--- src/rtl/ir_fetch_sequencer_pkg.sv ---
// ---------------------------------------------------------------------------
// ir_fetch_sequencer_pkg
//   Shared control definitions for the instruction fetch path: the fetch
//   sequencer state encoding and the IR half-select codes used by the
//   sequencer, the IR and the decoder.
// ---------------------------------------------------------------------------
package ir_fetch_sequencer_pkg;

   typedef enum logic [2:0] {
      IDLE   = 3'd0,
      REQ_A  = 3'd1,
      LOAD_A = 3'd2,
      REQ_B  = 3'd3,
      LOAD_B = 3'd4,
      DONE   = 3'd5,
      ERR    = 3'd6
   } fetch_state_t;

   localparam logic IR_HALF_LO = 1'b0;
   localparam logic IR_HALF_HI = 1'b1;

endpackage

--- src/rtl/ir_fetch_sequencer_ack_timeout_counter.sv ---
// ---------------------------------------------------------------------------
// ack_timeout_counter
//   Counts cycles spent waiting for a memory ack.
//   clk, rst  : clock, async active-low reset
//   clr       : clear to zero (has priority over inc)
//   inc       : advance by one
//   expired   : counter sits on the last allowed wait cycle
//   ACK_TIMEOUT = 0 disables counting; expired never rises.
// ---------------------------------------------------------------------------
module ack_timeout_counter #(
   parameter int ACK_TIMEOUT = 15,
   parameter int TO_W        = 4
) (
   input  logic clk,
   input  logic rst,
   input  logic clr,
   input  logic inc,
   output logic expired
);

   localparam bit            EN    = (ACK_TIMEOUT > 0);
   localparam logic [TO_W-1:0] LIMIT = EN ? TO_W'(ACK_TIMEOUT - 1) : '0;

   logic [TO_W-1:0] cnt;

   always_ff @(posedge clk or negedge rst) begin
      if (!rst)            cnt <= '0;
      else if (clr)        cnt <= '0;
      else if (inc && EN)  cnt <= cnt + 1'b1;
   end

   assign expired = EN && (cnt == LIMIT);

endmodule

--- src/rtl/ir_fetch_sequencer.sv ---
// ---------------------------------------------------------------------------
// ir_fetch_sequencer
//   Fetches a 16-bit instruction as two byte reads and loads it into the IR
//   one half at a time.
//   clk, rst        : clock, async active-low reset
//   fetch_req       : start a fetch (level, sampled in IDLE and DONE)
//   flush           : abort; gates all strobes this cycle, IDLE next
//   mem_ack/rdata   : memory byte response
//   mem_rd          : memory read request, held until ack
//   ir_data         : latched byte for the IR byte input
//   ir_write/ir_lh  : IR write strobe and half select (1 = high)
//   pc_inc          : PC increment strobe, one per byte loaded
//   busy/done/fetch_err : status; done and fetch_err are one-cycle pulses
// ---------------------------------------------------------------------------
module ir_fetch_sequencer
   import ir_fetch_sequencer_pkg::*;
#(
   parameter bit HI_FIRST    = 1'b0,
   parameter int ACK_TIMEOUT = 15,
   parameter int TO_W        = 4
) (
   input  logic       clk,
   input  logic       rst,
   input  logic       fetch_req,
   input  logic       flush,
   input  logic       mem_ack,
   input  logic [7:0] mem_rdata,
   output logic       mem_rd,
   output logic [7:0] ir_data,
   output logic       ir_write,
   output logic       ir_lh,
   output logic       pc_inc,
   output logic       busy,
   output logic       done,
   output logic       fetch_err
);

   localparam logic HALF_A = HI_FIRST ? IR_HALF_HI : IR_HALF_LO;
   localparam logic HALF_B = HI_FIRST ? IR_HALF_LO : IR_HALF_HI;

   fetch_state_t state;
   logic         in_req, in_load, to_exp;

   assign in_req  = (state == REQ_A)  || (state == REQ_B);
   assign in_load = (state == LOAD_A) || (state == LOAD_B);

   // Counter only runs while a request is outstanding and unanswered.
   ack_timeout_counter #(
      .ACK_TIMEOUT(ACK_TIMEOUT),
      .TO_W       (TO_W)
   ) u_to (
      .clk    (clk),
      .rst    (rst),
      .clr    (flush | ~in_req | mem_ack),
      .inc    (in_req & ~mem_ack),
      .expired(to_exp)
   );

   always_ff @(posedge clk or negedge rst) begin
      if (!rst) begin
         state   <= IDLE;
         ir_data <= '0;
      end else if (flush) begin
         state <= IDLE;
      end else begin
         unique case (state)
            IDLE:   if (fetch_req) state <= REQ_A;
            REQ_A: begin
               // An ack on the expiry cycle still wins.
               if (mem_ack) begin
                  ir_data <= mem_rdata;
                  state   <= LOAD_A;
               end else if (to_exp) begin
                  state <= ERR;
               end
            end
            LOAD_A: state <= REQ_B;
            REQ_B: begin
               if (mem_ack) begin
                  ir_data <= mem_rdata;
                  state   <= LOAD_B;
               end else if (to_exp) begin
                  state <= ERR;
               end
            end
            LOAD_B: state <= DONE;
            DONE:   state <= fetch_req ? REQ_A : IDLE;
            ERR:    state <= IDLE;
            default: state <= IDLE;
         endcase
      end
   end

   // Moore decode, with flush gating the strobes in its own cycle.
   assign mem_rd    = in_req  & ~flush;
   assign ir_write  = in_load & ~flush;
   assign pc_inc    = in_load & ~flush;
   assign ir_lh     = ir_write & ((state == LOAD_A) ? HALF_A : HALF_B);
   assign done      = (state == DONE) & ~flush;
   assign fetch_err = (state == ERR)  & ~flush;
   assign busy      = (state != IDLE);

endmodule

--- config.mk ---
export PLATFORM = sky130hd
export DESIGN_NAME = ir_fetch_sequencer
export DESIGN_NICKNAME = d
export VERILOG_FILES = /design/src/rtl/ir_fetch_sequencer_pkg.sv /design/src/rtl/ir_fetch_sequencer_ack_timeout_counter.sv /design/src/rtl/ir_fetch_sequencer.sv
export SDC_FILE = /design/constraint.sdc
export NUM_CORES = 1
export LEC_CHECK = 0
export BUFFER_PORTS_ARGS = -buffer_cell sky130_fd_sc_hd__buf_2
export CORE_ASPECT_RATIO = 1.2
export CORE_MARGIN = 2
export CORE_UTILIZATION = 40
export CTS_BUF_LIST = sky130_fd_sc_hd__clkbuf_8
export DETAILED_ROUTE_END_ITERATION = 10
export PLACE_DENSITY = 0.66
export SETUP_SLACK_MARGIN = 0.3
export SLEW_MARGIN = 20
export SYNTH_ARGS = -nofsm -noshare
export SYNTH_HDL_FRONTEND = slang
export SYNTH_SLANG_ARGS = --single-unit
export TNS_END_PERCENT = 5
--- constraint.sdc ---
create_clock -name clk -period 1.9 [get_ports clk]
set_clock_uncertainty 0.05 [all_clocks]
set_input_delay 0.38 -clock clk [delete_from_list [all_inputs] [get_ports clk]]
set_output_delay 0.38 -clock clk [all_outputs]
set_load 0.02 [all_outputs]
### Word level (Yosys, flattened, before mapping)

Index checks and enable logic that the tools add are counted.

* bitwise operators: 11
* equal/unequal tests: 8
* reduce and logical (&&, ||, !) cells: 7
* muxes and demuxes: 10
* $add $sub $neg: 1

Operator list (count)
* $pmux 3 s6: 1
* $mux 3: 5
* $eq 3x3->1 const B: 3
* $mux 4: 2
* $and 1x1->1: 6
* $eq 3x2->1 const B: 2
* $add 4x1->4 const B: 1
* $eq 4x4->1 const B: 1
* $eq 3x1->1 const B: 1
* $logic_not 3->1: 1
* $ne 3x3->1 const B: 1
* $not 1->1: 3
* $reduce_and 3->1: 1
* $reduce_bool 3->1: 1
* $logic_or 1x1->1: 2
* $mux 1: 2
* $or 1x1->1: 2
* $reduce_bool 2->1: 1
* $reduce_or 2->1: 1

* output and inout bits: 15
* input bits: 13
* bits in registers: 15

### Logic depth before layout (Yosys ltp)

* word-level depth: 6
* gate-level depth with buffers: 5

### Modules after synthesis

From an unflattened synthesis, not the netlist that was laid out.

* cells, all modules: 65
* area total of the unflattened synthesis: 797.0 um^2

Modules (own cells, without submodules)
* ir_fetch_sequencer: area an instance 576.8 um^2, sequential area each 275.3 um^2, instances 1, cells each 45
* ack_timeout_counter: area an instance 220.2 um^2, sequential area each 100.1 um^2, instances 1, cells each 20

### Worst setup path after synthesis

OpenSTA, ideal clock, no wires.

* kind: flip-flop to output port
* start point: register state[1]
* end point: output pc_inc
* setup slack: 0.054 ns
* cell stages (with the launch flop): 5
* path buffers: 2
* data arrival time: 1.416 ns
* cell sequence: dfrtp_1 -> buf_2 -> xnor2_1 -> nor3_1 -> buf_4

* cells in the longest elaborated chain, start to end: 3

RTL lines
* start: declaration: line ir_fetch_sequencer.sv:41 `fetch_state_t state;`
* start signal: assignment: line ir_fetch_sequencer.sv:87 `DONE: state <= fetch_req ? REQ_A : IDLE;`
* $eq 3x2->1 or $eq 3x3->1 (tied branches): line ir_fetch_sequencer.sv:45 `assign in_load = (state == LOAD_A) || (state == LOAD_B);`
* $logic_or 1x1->1 *: line ir_fetch_sequencer.sv:45
* $and 1x1->1 *
* end: declaration: line ir_fetch_sequencer.sv:32 `output logic pc_inc,`

Mark *: on every way between the ends. The rest lies on a longest branch, timed or not.

### Final worst setup path

* start point: register state[2]
* end point: output ir_write

* cells in the longest elaborated chain, start to end: 3

RTL lines
* $eq 3x2->1 or $eq 3x3->1 (tied branches): line ir_fetch_sequencer.sv:45
* $logic_or 1x1->1 *: line ir_fetch_sequencer.sv:45
* $and 1x1->1 *: line ir_fetch_sequencer.sv:96 `assign ir_write = in_load & ~flush;`
* end: declaration: line ir_fetch_sequencer.sv:30 `output logic ir_write,`

Marks and branches as above.

==> results.cfg <==
[timing]
fmax_ghz = 0.586
fin_crit_ps = 1710
fin_ws_ps = 193
drv_slew = 0
report.final.hold_viol_count = 0
tightestPinTransition_ps = 336
rsz0062_at_grt = true
fin_crit_sh_pct = 89.8
holdWs_ps = 313
slew_headroom_pct = 77.6
setup_violations = 0
fin_tns_setup_ps = 0

[logic_synthesis]
syn_area_per_cell_um2 = 12.2
syn_nets = 80
syn_area_um2 = 793
syn_inst = 65
synth_top_area_share_pct = 47.3
ys_ff_latch = 15
synth_top_cell_by_area = dfrtp_1
synth_area_leaders = dfrtp_1 (47%), mux2_4 (15%), ha_1 (3.2%)
synth_cell_types = 30
yosys_warnings = 0
yosysSeqAreaShare_pct = 47.3

[global_route]
grt_start_max_net_pins = 16
overflow = 0
antenna_found_initial = 0
grt_pass1_wl_mm = 2.22
grt_pass1_vias = 549
grt_usage_pct = 13.1

[routing]
drc = 0
drt_iter0_markers = 2
drt-total-wl_mm = 1.43
firstDrtPassIters = 2
routed_via_density = 5.16
vias = 599
wire_per_inst_um = 12.4
antenna_left = 0

[worst_setup_path]
cp_slowest_cell = dfrtp_2
crit_required_ps = 1470
cp_common_cell = buf_4
cp-start-kind = register
cp-end-kind = output pin
worstSetupPathType = reg2out
crit_arrival_ps = 1280
max_stage_delay_ps = 420
path_cells = buf_4 > xnor2_1 > nor3_2 > buf_4
critPathMaxFanout = 6

[clocking]
cts_tree = built
insertion_delay_ps = 240
clockBufferDepth = 2
h-tree-depth = 1
numCtsBuffers = 3
numClockSinks = 15
root_buffer = clkbuf_8
clk_pin_slew_worst_paths_ps = 60

[floorplanning]
die_h_um = 52.8
initial_core_util_pct = 42.9
die_x_um = 44.7
core-area_mm2 = 0.00185
io_pins = 28
dieArea_mm2 = 0.00236
num_rows = 17

[finish]
layout.cells.non_filler = 116
multi_input_area_um2 = 380
num-fill-cells = 173
nNetsFinal = 113
area_growth_pct = 29.0
drive_gt1_share_pct = 53.6
antennaDiodeCount = 0
seqCellArea_um2 = 379

[power_and_ir_drop]
vdd_drop_max_uv = 786
leakage_nw = 0.494
powerDensity_mw_per_mm2 = 908

[placement]
post-place-ws_ps = 275
dp_hpwl_um = 997
dpl.cell_count = 106
portBuffers = 27
gp_congestion = 0.712

[run]
maxCapViolCount = 0

[worst_hold_path]
min_path_type = in2reg

[status]
outcome = complete, no violations
## Yosys cell counts
cell	count
nand2_1	2
nand3_1	2
buf_6	1
nor3_1	2
or2b_1	2
nor4_1	1
xnor2_1	2
mux2_4	8
a22o_1	1
a31oi_1	1
nor3b_1	2
nor3b_4	1
inv_1	1
buf_4	1
buf_2	2
o21ai_0	1
ha_1	2
and2_4	1
dfrtp_1	15
buf_12	1
a311oi_1	1
or3_1	1
nor2b_1	1
nand4_1	1
o21ai_1	1
nor2_1	5
xor2_1	1
a32oi_1	1
a21oi_1	3
and2b_1	1
## power breakdown
part	leakage (nW)	switching (mW)	internal [mW]
clock	0.0255	0.110	0.145
sequential	0.187	0.0328	0.375
combinational	0.281	0.134	0.134
## per-layer routing
metal	routed length [um]	global-route usage, %	vias up
met4	8	6.06	0
met2	743	21.7	11
met1	613	14.9	295
met3	68	4.14	2
li1	-	-	291
met5	0	0	-
## cell families (layout without fill, tap and decap cells)
| family | Yosys count | count (layout) | share of synthesized area [%] |
|---|---|---|---|
| buffers and inverters | 6 | 38 | 6.62 |
| and+or+nand+nor | 22 | 22 | 17.2 |
| DFF | 15 | 15 | 47.3 |
| muxes | 8 | 8 | 15.1 |
| adders and majority gates | 2 | 2 | 3.15 |
| AOI/OAI and AO/OA | 9 | 9 | 7.25 |
| xor gates and xnor gates | 3 | 3 | 3.31 |
## repair_timing
action,4_1_cts,5_1_grt
hold buffers,1,0
setup endpoints to repair,7,7
hold endpoints to repair,15,0
setup buffers,3,2
resized for setup,6,1
## worst max-delay path, delay by kind of cell (launching register included)
kind                   cells  cell delay, ps
flip-flops                 1             420
buffers and inverters      2             340
XOR/XNOR                   1             130
AND/OR/NAND/NOR            1             140
## layout make-up
| class | instances | share of cell area [%] |
|---|---|---|
| well taps | 19 | 2.32 |
| inverters | 1 | 0.367 |
| multi-input cells | 44 | 37.2 |
| clock inverters | 1 | 0.489 |
| flip-flops and latches | 15 | 37.0 |
| clock buffers | 3 | 4.03 |
| repair buffers | 33 | 18.6 |
## path summary, 6_finish.rpt
check                             start          end  slack (ps)  cells after the start
setup / recovery               state[2]     ir_write         190                      4
hold reg to reg             u_to.cnt[0]  u_to.cnt[0]         440                      1
max in group asynchronous           rst     state[2]        1020                      2
setup reg to reg               state[2]   ir_data[6]         360                      4
hold / removal             mem_rdata[5]   ir_data[5]         310                      2
min in group asynchronous           rst   ir_data[6]         510                      2
## state kept, by name, summed over array words and instances (netlist names)
name	count
ir_data	8
state	3
u_to.cnt	4
## stage by stage
stage	util [%]	cell area, um^2	power [mW]
after floorplan	-	803	0.588
after global placement	49.4	913	0.669
after detailed placement	49.4	913	0.672
after CTS	54.4	1010	0.938
after global routing	55.3	1020	0.979
final	55.3	1020	0.930
## cell usage in the layout, fill, tap and decap left out, drive strengths merged, types with 2 or more instances in the layout
cell and n:
buf 32, or2b 2, ha 2, nor2 5
xnor2 2, clkbuf 3, a21oi 3, mux2 8
o21ai 2, nor3b 3, nor3 2, nand2 2
dfrtp 15, nand3 2
(Power assumes the default switching activity.)
